--- src/rtl/muldiv_pkg.sv ---
// Shared definitions for the sequential multiply/divide unit.
// Holds the op encodings presented on muldiv_seq.op and the FSM state type.
// No ports; imported by muldiv_seq.
package muldiv_pkg;

  // Operation encodings (all unsigned)
  localparam logic [1:0] OP_MUL   = 2'b00;  // low half of product
  localparam logic [1:0] OP_MULHU = 2'b01;  // high half of product
  localparam logic [1:0] OP_DIVU  = 2'b10;  // quotient
  localparam logic [1:0] OP_REMU  = 2'b11;  // remainder

  typedef enum logic [1:0] {
    IDLE = 2'd0,
    RUN  = 2'd1,
    DONE = 2'd2
  } state_t;

endpackage

--- src/rtl/muldiv_seq_cla.sv ---
// Carry-lookahead adder/subtractor shared by every multiply/divide iteration.
// Purely combinational; no backpressure. Ports: a, b operands; subEn=1 computes
// a-b (cout=1 means no borrow); result is the WIDTH-bit sum/difference, cout the carry out.
module muldiv_seq_cla #(
  parameter int WIDTH = 32
) (
  input  logic [WIDTH-1:0] a,
  input  logic [WIDTH-1:0] b,
  input  logic             subEn,
  output logic [WIDTH-1:0] result,
  output logic             cout
);

  logic [WIDTH-1:0] bx;
  logic [WIDTH-1:0] g;
  logic [WIDTH-1:0] p;
  logic [WIDTH:0]   c;

  // Subtraction as a + ~b + 1: invert b and feed subEn in as carry-in.
  assign bx = b ^ {WIDTH{subEn}};
  assign g  = a & bx;
  assign p  = a ^ bx;

  // Carries resolved in 2-bit lookahead groups (WIDTH is always even):
  // the carry out of each pair comes straight from the pair's group
  // generate/propagate and the pair's carry-in.
  always_comb begin
    c    = '0;
    c[0] = subEn;
    for (int k = 0; k < WIDTH / 2; k++) begin
      c[2*k+1] = g[2*k] | (p[2*k] & c[2*k]);
      c[2*k+2] = (g[2*k+1] | (p[2*k+1] & g[2*k])) | (p[2*k+1] & p[2*k] & c[2*k]);
    end
  end

  assign result = p ^ c[WIDTH-1:0];
  assign cout   = c[WIDTH];

endmodule

--- src/rtl/muldiv_seq.sv ---
// Sequential unsigned MUL/MULHU/DIVU/REMU: shift-add multiply, restoring divide, one shared CLA.
// Latency: done pulses WIDTH+1 edges after the accepting edge (counted inclusively).
// No backpressure: start is accepted in IDLE/DONE and ignored while busy.
// Optional MULDIV_EARLY_OUT_EN: b==0 skips iteration, done on the accepting edge.
// Ports: clk, rst (async active-high), start, op, a, b in; busy, done, result out.
module muldiv_seq
  import muldiv_pkg::*;
#(
  parameter int WIDTH = 32
) (
  input  logic             clk,
  input  logic             rst,
  input  logic             start,
  input  logic [1:0]       op,
  input  logic [WIDTH-1:0] a,
  input  logic [WIDTH-1:0] b,
  output logic             busy,
  output logic             done,
  output logic [WIDTH-1:0] result
);

  localparam int CW = $clog2(WIDTH);

  state_t           state;
  logic [CW-1:0]    cnt;
  logic [1:0]       op_q;
  logic [WIDTH-1:0] b_q;
  logic [WIDTH-1:0] acc_hi;   // multiply: upper product / divide: partial remainder
  logic [WIDTH-1:0] acc_lo;   // multiply: multiplier->lower product / divide: dividend->quotient

  logic             is_div;
  logic [WIDTH-1:0] rem_sh;
  logic [WIDTH-1:0] cla_a;
  logic [WIDTH-1:0] cla_b;
  logic [WIDTH-1:0] cla_sum;
  logic             cla_cout;
  logic             take;
  logic [WIDTH-1:0] nxt_hi;
  logic [WIDTH-1:0] nxt_lo;
  logic [WIDTH-1:0] fin;

  assign is_div = op_q[1];
  assign rem_sh = {acc_hi[WIDTH-2:0], acc_lo[WIDTH-1]};

  // Multiply adds b only when the current multiplier bit is set; adding zero
  // otherwise leaves the accumulator unchanged with cout=0.
  assign cla_a = is_div ? rem_sh : acc_hi;
  assign cla_b = (is_div || acc_lo[0]) ? b_q : '0;

  muldiv_seq_cla #(.WIDTH(WIDTH)) u_cla (
    .a      (cla_a),
    .b      (cla_b),
    .subEn  (is_div),
    .result (cla_sum),
    .cout   (cla_cout)
  );

  always_comb begin
    take   = 1'b0;
    nxt_hi = acc_hi;
    nxt_lo = acc_lo;
    if (is_div) begin
      // The bit shifted out of the remainder makes it >= 2^WIDTH > b, so the
      // subtraction is valid even when the CLA reports a borrow.
      take   = cla_cout | acc_hi[WIDTH-1];
      nxt_hi = take ? cla_sum : rem_sh;
      nxt_lo = {acc_lo[WIDTH-2:0], take};
    end else begin
      nxt_hi = {cla_cout, cla_sum[WIDTH-1:1]};
      nxt_lo = {cla_sum[0], acc_lo[WIDTH-1:1]};
    end
  end

  // MULHU and REMU live in the upper accumulator, MUL and DIVU in the lower.
  assign fin = op_q[0] ? nxt_hi : nxt_lo;

  always_ff @(posedge clk or posedge rst) begin
    if (rst) begin
      state  <= IDLE;
      cnt    <= '0;
      op_q   <= OP_MUL;
      b_q    <= '0;
      acc_hi <= '0;
      acc_lo <= '0;
      result <= '0;
      busy   <= 1'b0;
      done   <= 1'b0;
    end else begin
      case (state)
        IDLE, DONE: begin
          done <= 1'b0;
          if (start) begin
            op_q   <= op;
            b_q    <= b;
            acc_hi <= '0;
            acc_lo <= a;
            cnt    <= CW'(WIDTH - 1);
`ifdef MULDIV_EARLY_OUT_EN
            if (b == '0) begin
              state <= DONE;
              busy  <= 1'b0;
              done  <= 1'b1;
              case (op)
                OP_DIVU: result <= '1;
                OP_REMU: result <= a;
                default: result <= '0;
              endcase
            end else begin
              state <= RUN;
              busy  <= 1'b1;
            end
`else
            state <= RUN;
            busy  <= 1'b1;
`endif
          end else begin
            state <= IDLE;
          end
        end
        RUN: begin
          acc_hi <= nxt_hi;
          acc_lo <= nxt_lo;
          if (cnt == '0) begin
            state  <= DONE;
            busy   <= 1'b0;
            done   <= 1'b1;
            result <= fin;
          end else begin
            cnt <= cnt - CW'(1);
          end
        end
        default: begin
          state <= IDLE;
          busy  <= 1'b0;
          done  <= 1'b0;
        end
      endcase
    end
  end

endmodule
--- config.mk ---
export PLATFORM = sky130hd
export DESIGN_NAME = muldiv_seq
export DESIGN_NICKNAME = d
export VERILOG_FILES = /design/src/rtl/muldiv_pkg.sv /design/src/rtl/muldiv_seq_cla.sv /design/src/rtl/muldiv_seq.sv
export SDC_FILE = /design/constraint.sdc
export NUM_CORES = 1
export LEC_CHECK = 0
export ABC_AREA = 1
export CELL_PAD_IN_SITES_DETAIL_PLACEMENT = 1
export CELL_PAD_IN_SITES_GLOBAL_PLACEMENT = 1
export CORE_MARGIN = 4
export CORE_UTILIZATION = 41
export DETAILED_ROUTE_END_ITERATION = 7
export GPL_ROUTABILITY_DRIVEN = 0
export PLACE_DENSITY_LB_ADDON = 0.3
export RECOVER_POWER = 50
export SLEW_MARGIN = 20
export SYNTH_ARGS = -nofsm -noshare
export SYNTH_HDL_FRONTEND = slang
export SYNTH_HIERARCHICAL = 1
export SYNTH_SLANG_ARGS = --single-unit
--- constraint.sdc ---
create_clock -name clk -period 6.45 [get_ports clk]
set_input_delay 1.29 -clock clk [delete_from_list [all_inputs] [get_ports clk]]
set_output_delay 1.29 -clock clk [all_outputs]
set_load 0.01 [all_outputs]
==> impl_metrics.csv <==
group,metric,value,unit
setup_path,worst_path_max_delay_cell,"dfrtp_4",
die,dieHeight,158,um
global_routing,grt_pass1_vias,9443,
logic_synthesis,synth_most_common_cell,"nand2_1",
detailed_routing,post_drt_wl_per_cell,16.6,um
timing,relSlewSlack,-1.76,
global_routing,grt_overflow_total,0,
clock_network,cts_sinks,138,
cells_and_area,fillers,2777,
die,initial_core_util,0.420,
outcome,violations,"capacitance limit, slew limit",
cells_and_area,nets,1524,
logic_synthesis,synth_common_cells,"nand2_1 (470), inv_1 (194), dfrtp_1 (138), o21ai_0 (137), nor2_1 (110)",
clock_network,cts_tree,"done",
timing,fin_crit_sh,0.847,
worst_hold_path,holdPathStages,2,
logic_synthesis,seq_area_frac_synth,0.375,
setup_path,crit_required,6730,ps
setup_path,max_stage_delay,730,ps
clock_network,ctsHoldBuffers,0,
setup_path,ff2ff_path_depth,40,
setup_path,endpoint_kind,"flip-flop",
setup_path,criticalPathCategory,"flip-flop to flip-flop",
timing,hold_viol,0,
timing,slew_viol_final,136,
global_routing,antenna_found_initial,0,
timing,setup_violations,0,
detailed_routing,postRouteAntennaNets,0,
clock_network,clk_path_buf_depth,2,
clock_network,post_cts_buffers,0,
timing,max_freq,183,MHz
clock_network,cts-root-buf,"clkbuf_16",
logic_synthesis,syn_area_per_cell,6.88,um2
setup_path,start_kind,"flip-flop",
setup_path,cp.arrival,5740,ps
timing,rsz0062_at_grt,"false",
logic_synthesis,synth-edff-count,0,
logic_synthesis,synth_nets,1457,
placement,dpl.hpwl,19300,um
die,dieArea,24900,um2
detailed_routing,drc,0,
die,die_x,158,um
logic_synthesis,synth_top_cell_by_area,"dfrtp_1",
logic_synthesis,netlist_instances,1340,
setup_path,cpLargestDelayFamily,"simple AND/OR/NAND/NOR gates",
clock_network,clk_pin_slew,70,ps
logic_synthesis,synth_cell_types,31,
cells_and_area,seqCellArea,3460,um2
placement,io_buffers,102,
cells_and_area,drive_above_1_share,0.0380,
outcome,status,"finished with violations",
timing,clock_skew,10.5,ps
logic_synthesis,synth_seq_cells,138,
clock_network,cts_max_level,4,
worst_hold_path,hp-class,"flip-flop to flip-flop",
timing,finalSetupTns,0,ps
clock_network,cts_resized,0,
logic_synthesis,synth_area_leaders,"dfrtp_1 (37%), nand2_1 (19%), inv_1 (7.9%)",
clock_network,cts_buffers,17,
logic_synthesis,synth_area,9210,um2
cells_and_area,multiInputGateArea,4680,um2
cells_and_area,synthToLayoutAreaGrowth,19.6,%
clock_network,clk_latency,430,ps
setup_path,crit_fanout,49,
setup_path,worst_path_most_repeated_cell,"nand2_1",
global_routing,grt_pass1_wl,47100,um
detailed_routing,routed-via-count,8679,
die,core_area,22000,um2
logic_synthesis,synthFlopType,"dfrtp_1",
die,pin_count,103,
run,maxCapViolations,2,
global_routing,grt_usage,0.237,
logic_synthesis,async_flop_share,1.00,
detailed_routing,first_iter_violations,328,
die,rows,54,
logic_synthesis,synth_top_cell_area_share,0.375,
setup_path,crit_buf_inv,2,
timing,worst_pin_slew,4140,ps
detailed_routing,routed_via_density,5.11,
detailed_routing,drt_wl_total,28300,um
setup_path,cp.depth,40,
detailed_routing,dr.pass1.iters,7,
timing,period_needed,5460,ps
logic_synthesis,yosys_warnings,6,
global_routing,grt_max_degree,103,
cells_and_area,antenna_cells,0,
==> area by class of cell <==
type / instances / area share
Clock buffer: 18 / 0.0389
Clock inverter: 14 / 0.0201
Inverter: 199 / 0.0680
Multi-Input combinational cell: 935 / 0.424
Sequential cell: 138 / 0.314
Tap cell: 280 / 0.0318
Timing Repair Buffer: 116 / 0.103
==> layer usage <==
| layer | up-vias | part of all wire | track usage |
|---|---|---|---|
| met2 | 145 | 0.50 | 0.418 |
| met3 | 31 | 0.027 | 0.0323 |
| met1 | 4268 | 0.46 | 0.305 |
| met4 | 0 | 0.017 | 0.0635 |
| met5 | - | 0 | 0 |
| li1 | 4235 | - | - |
==> flip-flops by register name (all words and copies together), names as in the netlist <==
signal and flops:
acc_hi 32, acc_lo 32, b_q 32, result 32
cnt 5, op_q 2, state 2, busy 1
==> cell usage in the layout, fill, tap and decap left out, drive strengths merged <==
| cell type | Yosys | final |
|---|---|---|
| clkinv | 2 | 10 |
| a22oi | 12 | 12 |
| nor2 | 111 | 111 |
| a21oi | 15 | 15 |
| clkdlybuf4s50 | 0 | 67 |
| dlygate4sd3 | 0 | 35 |
| xor2 | 24 | 24 |
| nor3 | 3 | 3 |
| bufinv | 0 | 5 |
| mux2i | 1 | 1 |
| nand2 | 475 | 475 |
| inv | 197 | 198 |
| xnor2 | 26 | 26 |
| buf | 41 | 13 |
| nand3 | 54 | 54 |
| fa | 15 | 15 |
| or2 | 1 | 1 |
| dfrtp | 138 | 138 |
| and2 | 1 | 1 |
| ha | 33 | 33 |
| clkbuf | 27 | 19 |
| o21ai | 153 | 153 |
| o22ai | 11 | 11 |
==> kinds of logic (layout without fill, tap and decap cells) <==
family,Yosys count,count (layout),share of synthesized area
AO/OA/AOI/OAI,191,191,0.109
buffers and inverters,267,347,0.117
multiplexers,1,1,0.00109
flip-flops,138,138,0.375
AND/OR/NAND/NOR,645,645,0.273
XOR/XNOR,50,50,0.0475
adder cells (fa/ha/maj),48,48,0.0774
==> metrics by stage <==
stage               area (um2)  hold slack (ps)  worst slack (ps)  utilization  cells
floorplan                 9210              471              1460            -   1340
global placement         10400              463              1350        0.473   1668
detailed placement       10400              466              1190        0.473   1668
CTS                      11000              484               991        0.503   1700
global route             11000              506               341        0.502   1700
finish                   11000              476               988        0.502   1700
==> path summary, 6_finish.rpt <==
| path | slack [ps] | startpoint | end |
|---|---|---|---|
| worst min register to register | 480 | result[5] | result[5] |
| min in group asynchronous | 2880 | rst | b_q[27] |
| worst min-delay path | 480 | result[5] | result[5] |
| worst max-delay path | 990 | op_q[1] | acc_hi[5] |
| max in group asynchronous | 1200 | rst | acc_hi[12] |
| worst max register to register | 990 | op_q[1] | acc_hi[5] |
==> worst register-to-register path: cells and delay by family, from the launching register on <==
kind | cells | cell delay, ps
flops | 1 | 730
compound gates | 4 | 1040
simple gates | 33 | 2290
fa+ha+maj | 1 | 370
buf+inv | 2 | 880
Power is left out: the tool's default activity adds up to more than one toggle a clock period on the data nets, which glitch-free logic cannot reach.
